## config.mk

```make
export PLATFORM = sky130hd
export DESIGN_NAME = fifo_sync_wm
export DESIGN_NICKNAME = d
export VERILOG_FILES = /design/src/rtl/fifo_sync_wm.sv
export SDC_FILE = /design/constraint.sdc
export NUM_CORES = 1
export LEC_CHECK = 0
export CORE_ASPECT_RATIO = 1.2
export CORE_MARGIN = 2
export CORE_UTILIZATION = 53
export CTS_CLUSTER_SIZE = 40
export DETAILED_ROUTE_END_ITERATION = 10
export HOLD_SLACK_MARGIN = 0.05
export MAX_ROUTING_LAYER = met4
export PLACE_DENSITY = 0.91
export SLEW_MARGIN = 0
export SYNTH_ARGS = -nofsm -noshare
export SYNTH_HDL_FRONTEND = slang
export SYNTH_SLANG_ARGS = --single-unit
```

## constraint.sdc

```tcl
create_clock -name clk_i -period 3.7 [get_ports clk_i]
set_clock_uncertainty 0.1 [all_clocks]
set_input_delay 0.37 -clock clk_i [delete_from_list [all_inputs] [get_ports clk_i]]
set_output_delay 0.37 -clock clk_i [all_outputs]
set_load 0.02 [all_outputs]
```

## src/rtl/fifo_sync_wm.sv

```systemverilog
// fifo_sync_wm: single-clock FIFO with valid/ready on both sides, optional
// write-to-read pass-through, programmable almost-full/almost-empty
// watermarks, registered watermark-crossing event pulses and an optional
// sticky peak-occupancy tracker.
//
// Build option:
//   FIFO_SYNC_WM_PEAK_EN  defined   -> peak tracker implemented
//                         undefined -> peak_o tied to 0, peak_clr_i unused
//
// Ports:
//   clk_i, rst_ni             clock, asynchronous active-low reset
//   clr_i                     synchronous flush (overrides handshakes)
//   wvalid_i/wready_o/wdata_i write side handshake and data
//   rvalid_o/rready_i/rdata_o read side handshake and data
//   depth_o                   number of stored entries
//   wm_full_lvl_i             almost-full threshold  (almost_full_o  = depth_o >= lvl)
//   wm_empty_lvl_i            almost-empty threshold (almost_empty_o = depth_o <= lvl)
//   full_evt_o/empty_evt_o    one-cycle pulses, the cycle after a flag rises
//   peak_clr_i/peak_o         peak tracker clear and maximum depth since clear

module fifo_sync_wm #(
    parameter int unsigned Width             = 16,
    parameter int unsigned Depth             = 4,
    parameter bit          Pass              = 1'b1,
    parameter bit          OutputZeroIfEmpty = 1'b1,
    localparam int unsigned DepthW = (Depth + 1 == 1) ? 1 : $clog2(Depth + 1)
) (
    input  logic              clk_i,
    input  logic              rst_ni,
    input  logic              clr_i,
    input  logic              wvalid_i,
    output logic              wready_o,
    input  logic [Width-1:0]  wdata_i,
    output logic              rvalid_o,
    input  logic              rready_i,
    output logic [Width-1:0]  rdata_o,
    output logic [DepthW-1:0] depth_o,
    input  logic [DepthW-1:0] wm_full_lvl_i,
    input  logic [DepthW-1:0] wm_empty_lvl_i,
    output logic              almost_full_o,
    output logic              almost_empty_o,
    output logic              full_evt_o,
    output logic              empty_evt_o,
    input  logic              peak_clr_i,
    output logic [DepthW-1:0] peak_o
);

    localparam int unsigned PtrVW = (Depth == 1) ? 1 : $clog2(Depth);

    if (Depth == 0) begin : gen_bad_depth
        $error("fifo_sync_wm: Depth must be >= 1");
    end

    // Pointers carry an extra wrap bit above a low field that wraps at Depth-1,
    // so non-power-of-two depths still distinguish full from empty.
    logic [PtrVW:0]   r_wptr;
    logic [PtrVW:0]   r_rptr;
    logic [PtrVW-1:0] w_wlow;
    logic [PtrVW-1:0] w_rlow;
    logic             w_full;
    logic             w_empty;
    logic             w_pass;
    logic             w_wr;
    logic             w_rd;
    logic [Width-1:0] w_rdata_raw;
    logic [DepthW-1:0] w_depth;

    logic [Width-1:0] r_mem [Depth];

    function automatic logic [PtrVW:0] ptr_inc(input logic [PtrVW:0] p);
        logic [PtrVW:0] n;
        if (p[PtrVW-1:0] == PtrVW'(Depth - 1)) begin
            n = {~p[PtrVW], {PtrVW{1'b0}}};
        end else begin
            n = {p[PtrVW], p[PtrVW-1:0] + PtrVW'(1)};
        end
        return n;
    endfunction

    assign w_wlow  = r_wptr[PtrVW-1:0];
    assign w_rlow  = r_rptr[PtrVW-1:0];
    assign w_full  = (w_wlow == w_rlow) && (r_wptr[PtrVW] != r_rptr[PtrVW]);
    assign w_empty = (r_wptr == r_rptr);

    // Pass-through: an empty FIFO presents the incoming write directly.
    assign w_pass   = Pass && w_empty && wvalid_i;
    assign wready_o = ~w_full;
    assign rvalid_o = ~w_empty | w_pass;
    assign w_wr     = wvalid_i & ~w_full;
    assign w_rd     = rvalid_o & rready_i;

    assign w_rdata_raw = w_pass ? wdata_i : r_mem[w_rlow];
    assign rdata_o     = (OutputZeroIfEmpty && !rvalid_o) ? '0 : w_rdata_raw;

    always_ff @(posedge clk_i or negedge rst_ni) begin
        if (!rst_ni) begin
            r_wptr <= '0;
            r_rptr <= '0;
        end else if (clr_i) begin
            r_wptr <= '0;
            r_rptr <= '0;
        end else begin
            if (w_wr) r_wptr <= ptr_inc(r_wptr);
            if (w_rd) r_rptr <= ptr_inc(r_rptr);
        end
    end

    // Storage needs no reset; a passed-through write also lands here harmlessly.
    always_ff @(posedge clk_i) begin
        if (w_wr) r_mem[w_wlow] <= wdata_i;
    end

    always_comb begin
        w_depth = '0;
        if (w_full) begin
            w_depth = DepthW'(Depth);
        end else if (r_wptr[PtrVW] == r_rptr[PtrVW]) begin
            w_depth = DepthW'(w_wlow) - DepthW'(w_rlow);
        end else begin
            w_depth = DepthW'(Depth) - DepthW'(w_rlow) + DepthW'(w_wlow);
        end
    end

    assign depth_o        = w_depth;
    assign almost_full_o  = (w_depth >= wm_full_lvl_i);
    assign almost_empty_o = (w_depth <= wm_empty_lvl_i);

    // Edge detection against last cycle's flags; a flush simply shows up as a
    // new depth next cycle, so it can raise empty_evt_o like any other drop.
    logic r_af_q;
    logic r_ae_q;
    logic r_full_evt;
    logic r_empty_evt;

    always_ff @(posedge clk_i or negedge rst_ni) begin
        if (!rst_ni) begin
            r_af_q      <= 1'b0;
            r_ae_q      <= 1'b1;
            r_full_evt  <= 1'b0;
            r_empty_evt <= 1'b0;
        end else begin
            r_af_q      <= almost_full_o;
            r_ae_q      <= almost_empty_o;
            r_full_evt  <= almost_full_o & ~r_af_q;
            r_empty_evt <= almost_empty_o & ~r_ae_q;
        end
    end

    assign full_evt_o  = r_full_evt;
    assign empty_evt_o = r_empty_evt;

`ifdef FIFO_SYNC_WM_PEAK_EN
    logic [DepthW-1:0] r_peak;

    // A flush loads the post-flush depth (0); a peak clear loads the current depth.
    always_ff @(posedge clk_i or negedge rst_ni) begin
        if (!rst_ni) begin
            r_peak <= '0;
        end else if (clr_i) begin
            r_peak <= '0;
        end else if (peak_clr_i) begin
            r_peak <= w_depth;
        end else if (w_depth > r_peak) begin
            r_peak <= w_depth;
        end
    end

    assign peak_o = r_peak;
`else
    logic w_unused_peak_clr;
    assign w_unused_peak_clr = peak_clr_i;
    assign peak_o            = '0;
`endif

endmodule

```

== After elaboration in Yosys (flattened, before gate mapping) ==
Memory sizes are Yosys's and may differ from the RTL's.
Index checks and enable logic that the tools add are counted.

* Flip-flop bits (word level): 10
* Bits in writable memories: 64
* Input port bits: 28
* Output and inout port bits: 28
* Logic and storage cells: 53
* Memories: 1

{| class="wikitable"
|+ Memories
! memory !! words !! bits a word !! read ports !! clocked after Yosys merged registers in !! wr ports !! line !! source
|-
| r_mem || 4 || 16 || 1 || 0 || 1 || 68 || <nowiki>logic [Width-1:0] r_mem [Depth];</nowiki>
|}

* $add $sub $neg: 5
* $lt $le $gt $ge: 2
* Equality and inequality tests: 6
* Muxes and demuxes: 12
* Bitwise gates (word level): 11
* Reduce and logical (&&, ||, !) cells: 8

{| class="wikitable"
|+ Operator list
! kind !! number
|-
| $mux 16 || 2
|-
| $mux 3 || 8
|-
| $reduce_bool 2->1 || 4
|-
| $not 1->1 || 6
|-
| $add 2x1->2 const B || 2
|-
| $and 1x1->1 || 4
|-
| $eq 2x2->1 const B || 2
|-
| $reduce_and 2->1 || 2
|-
| $add 3x2->3 || 1
|-
| $eq 3x3->1 || 1
|-
| $ge 3x3->1 || 1
|-
| $le 3x3->1 || 1
|-
| $sub 2x2->3 || 1
|-
| $sub 3x2->3 const A || 1
|-
| $eq 2x2->1 || 1
|-
| $logic_and 1x1->1 || 2
|-
| $mux 1 || 2
|-
| $eq 1x1->1 || 1
|-
| $ne 1x1->1 || 1
|-
| $or 1x1->1 || 1
|}

== Depth between registers and ports, before layout ==
* Depth in word-level cells: 6
* Mapped depth: 10

== Worst setup path before layout ==
Ideal clock, no wire load.

* Path type: reg2out
* Start: register r_rptr[1]
* End: output port almost_empty_o
* Arrival: 2.993 ns
* Setup slack: 0.237 ns
* Stages on the path, launching flop included: 11
* Path buffers: 2
* Path through: dfrtp_1 clkbuf_1 clkbuf_1 inv_1 ha_1 nand2_1 nand3_1 o21a_1 ha_1 and3_2 a211oi_1

* Word-level cells in the longest chain between the ends: 5

{| class="wikitable"
|+ Ends and longest elaborated chain
! element !! line !! source
|-
| start: declaration || 57 || <nowiki>logic [PtrVW:0] r_rptr;</nowiki>
|-
| start signal: assignment || 104 || <nowiki>if (w_rd) r_rptr <= ptr_inc(r_rptr);</nowiki>
|-
| $sub 3x2->3 || 120 || <nowiki>w_depth = DepthW'(Depth) - DepthW'(w_rlow) + DepthW'(w_wlow);</nowiki>
|-
| $add 3x2->3 || 120 ||
|-
| $mux 3 || 117 || <nowiki>end else if (r_wptr[PtrVW] == r_rptr[PtrVW]) begin</nowiki>
|-
| $mux 3 (*) || 115 || <nowiki>if (w_full) begin</nowiki>
|-
| via depth_o[2] || 37 || <nowiki>output logic [DepthW-1:0] depth_o,</nowiki>
|-
| $le 3x3->1 (*) || 126 || <nowiki>assign almost_empty_o = (w_depth <= wm_empty_lvl_i);</nowiki>
|-
| end: declaration || 41 || <nowiki>output logic almost_empty_o,</nowiki>
|}

The timed path passes the listed nets; every way through them passes the cells marked *.

== Worst setup path in the final report ==
* Start: register r_wptr[0]
* End: output port almost_full_o

* Word-level cells in the longest chain between the ends: 4

{| class="wikitable"
|+ Ends and longest elaborated chain
! element !! line !! source
|-
| start: declaration || 56 || <nowiki>logic [PtrVW:0] r_wptr;</nowiki>
|-
| start signal: assignment || 103 || <nowiki>if (w_wr) r_wptr <= ptr_inc(r_wptr);</nowiki>
|-
| $add 3x2->3 (tied with other cells) || 120 ||
|-
| $mux 3 or $logic_and 1x1->1 (tied branches) || 117, 82 ||
|-
| $mux 3 (*) || 115 ||
|-
| $ge 3x3->1 (*) || 125 || <nowiki>assign almost_full_o = (w_depth >= wm_full_lvl_i);</nowiki>
|-
| end: declaration || 40 || <nowiki>output logic almost_full_o,</nowiki>
|}

Every way passes the cells marked *; elsewhere a longest branch is shown, timed or not.

==> impl_metrics.tcl <==
set metrics [dict create \
    drive_above_1_share 0.1541 \
    tightest_slew_ns 0.7107 \
    num_rows 31 \
    syn_inst 215 \
    vdd.ir_drop.worst_v 0.0002881 \
    power.density_nw_per_um2 496.5 \
    wl_per_cell_um 17.13 \
    critPathLaunchType "flip-flop" \
    fmax_ghz 0.3004 \
    drt-total-wl_um 6183 \
    criticalPathCategory "flip-flop to output port" \
    path_buf_inv 2 \
    ys_ff_latch 74 \
    critPathMaxStageDelay_ns 0.55 \
    cts_resized 0 \
    place.gp.congestion 0.8354 \
    hold_viol 0 \
    r2r-start "r_wptr[0]" \
    synthMostInstantiatedCell "edfxtp_1" \
    syn-cell-area_um2 3274 \
    seq_area_frac_synth 0.6637 \
    final_cells 361 \
    synth_edf_count 64 \
    yosysTopAreaCell "edfxtp_1" \
    cts_buffers 9 \
    drtPass1Iterations 4 \
    die_h_um 90.10 \
    via_count 1940 \
    synthTopCellsByCount "64 x edfxtp_1, 37 x nand2_1, 17 x o21ai_0" \
    clockBufferDepth 2 \
    hold_class "input port to async pin" \
    slew_headroom 0.5257 \
    dp_hpwl_um 4243 \
    antenna_cells 0 \
    period_needed_ns 3.329 \
    worstPathArrival_ns 2.86 \
    die_w_um 75.75 \
    clock_sink_count 74 \
    cpMaxStageDelayCell "clkdlybuf4s50_1" \
    finalPower_mw 2.013 \
    die_area_um2 6825 \
    holdBufCountCts 0 \
    crit_family "adder cells" \
    crit_path_max_fanout 7 \
    place_inst 345 \
    cp-end-kind "output port" \
    port_buffers 51 \
    drc_errors 0 \
    grt.total_usage 0.2023 \
    fp.coreArea_um2 6012 \
    grt_overflow 0 \
    ant_nets 0 \
    setup_violations 0 \
    post_synth.cell_area_avg_um2 15.23 \
    synth.area.top_cells "edfxtp_1 59%, mux4_2 11%, dfrtp_1 6.9%" \
    area_growth_pct 23.84 \
    initial_core_util 0.5446 \
    final.period_utilization 0.8997 \
    placed_area_um2 3889 \
    p_leak_nw 1.481 \
    num-nets-final 314 \
    htreeDepth 3 \
    antenna_found_initial 0 \
    finalMaxSlewViolations 0 \
    crit_required_ns 3.23 \
    yosysWarnings 0 \
    synth_top_cell_area_share 0.5869 \
    grt_max_degree 33 \
    fin_setup_tns_ns 0 \
    design_area_um2 4055 \
    clkSlewWorstSetupHoldPaths_ns 0.07 \
    yosysUniqueCellTypes 35 \
    path_cells "inv_1 -> ha_1 -> nand2_1 -> nand3_1 -> o21a_1 -> ha_1 -> a31oi_1 -> nand2_1 -> clkdlybuf4s50_1" \
    drt_first_iter_violations 133 \
    grt_pass1_wl_um 9832 \
    postCtsSetupBuffers 0 \
    r2r_slack_ns 1.32 \
    worstSkewPairLatency_ns 0.33 \
    yosys_most_used_dff "edfxtp_1" \
    timing.max_cap.violations 0 \
    outcome "complete, no violations" \
    reg2reg_to "empty_evt_o" \
    ff2ff_path_depth 8 \
    pin_count 56 \
    synth-async-reset-ratio 0.1351 \
    rsz0062_at_grt "no" \
    grt_pass1_vias 2079 \
    cts-root-buf "clkbuf_8" \
    cts_tree "built" \
    via_per_inst 5.374 \
]
[state kept, by name, indices dropped and copies added (netlist names)]
register and cells:
empty_evt_o 1, full_evt_o 1, r_ae_q 1, r_af_q 1, r_mem 64, r_rptr 3
r_wptr 3
[how the worst max path moves through the flow]
stage | from | endpoint | slack (ns) | cells after the start
floorplan | r_rptr[1] | almost_empty_o | 0.24 | 10
global placement | r_rptr[1] | almost_empty_o | 0.47 | 9
detailed placement | r_rptr[1] | almost_empty_o | 0.40 | 9
CTS | r_rptr[1] | almost_empty_o | 0.02 | 9
global route | r_wptr[0] | almost_full_o | 0.17 | 9
finish | r_wptr[0] | almost_full_o | 0.37 | 9
[logic make-up (layout without fill, tap and decap cells)]
| kind of cell | count (synthesis) | after routing | share of synthesized area |
|---|---|---|---|
| flip-flops | 74 | 74 | 0.6637 |
| AO/OA/AOI/OAI | 32 | 32 | 0.06229 |
| other | 1 | 3 | 0.001145 |
| adder cells (fa/ha/maj) | 12 | 12 | 0.04815 |
| buffers and inverters | 22 | 84 | 0.02943 |
| multiplexers | 17 | 17 | 0.1131 |
| AND/OR/NAND/NOR | 53 | 53 | 0.06916 |
| XOR/XNOR | 4 | 4 | 0.01299 |
[area by class of cell]
| class | count | area, µm² |
|---|---|---|
| well taps | 82 | 102.6 |
| multi-input cells | 121 | 1012 |
| fillers | 406 | 1957 |
| clock inverters | 5 | 31.28 |
| clock buffers | 11 | 131.4 |
| inverters | 10 | 37.54 |
| repair buffers | 58 | 565.5 |
| flip-flops and latches | 74 | 2175 |
[metal layers]
| layer | GRT usage | vias to the layer above | share of wire |
|---|---|---|---|
| met5 | - | - | 0 |
| met2 | 0.3534 | 60 | 0.55 |
| met1 | 0.2224 | 951 | 0.39 |
| li1 | - | 919 | - |
| met3 | 0.04709 | 10 | 0.036 |
| met4 | 0.05994 | 0 | 0.016 |
[worst register-to-register path, stage by stage (launching register included)]
cell and delay, ns:
dfrtp_1 0.41, inv_1 0.11, ha_1 0.40, nand2_1 0.19, nand3_1 0.10, o21a_1 0.15, ha_1 0.32, o211ai_1 0.15
a2111oi_2 0.36
[cell usage in the layout (no fill, tap or decap), types with 2 or more instances in the layout]
master           netlist  layout
a21oi_1                4       4
and3_1                 3       3
buf_4                  3       7
clkbuf_1               7       2
clkbuf_8               0       9
clkdlybuf4s50_1        0      50
clkinv_2               0       2
clkinv_4               0       2
conb_1                 1       3
dfrtp_1                9       8
edfxtp_1              64      64
ha_1                  11      11
inv_1                 10      10
mux4_2                16      16
nand2_1               37      37
nand3_1                4       4
nor2_1                 4       4
o211ai_1               2       2
o21ai_0               17      17
or3_1                  2       2
xor2_1                 2       2
[per-stage QoR]
| step | utilization | setup WS (ns) | hold WS (ns) |
|---|---|---|---|
| 4_1_cts | 0.6739 | 0.02278 | 0.2721 |
| 5_1_grt | 0.6745 | 0.1715 | 0.2979 |
| 3_3_place_gp | 0.6468 | 0.4718 | 0.2899 |
| 3_5_place_dp | 0.6468 | 0.4010 | 0.2982 |
| 6_report | 0.6745 | 0.3712 | 0.2674 |
| 2_1_floorplan | - | 0.2365 | -0.02559 |
[power by group]
part	internal, mW	switching (mW)	leakage [nW]	total [mW]
combinational	0.240	0.277	0.680	0.517
sequential	0.958	0.0170	0.717	0.975
clock	0.242	0.280	0.0847	0.521
total	1.44	0.574	1.48	2.01
Power figures use the tool's default switching activity.
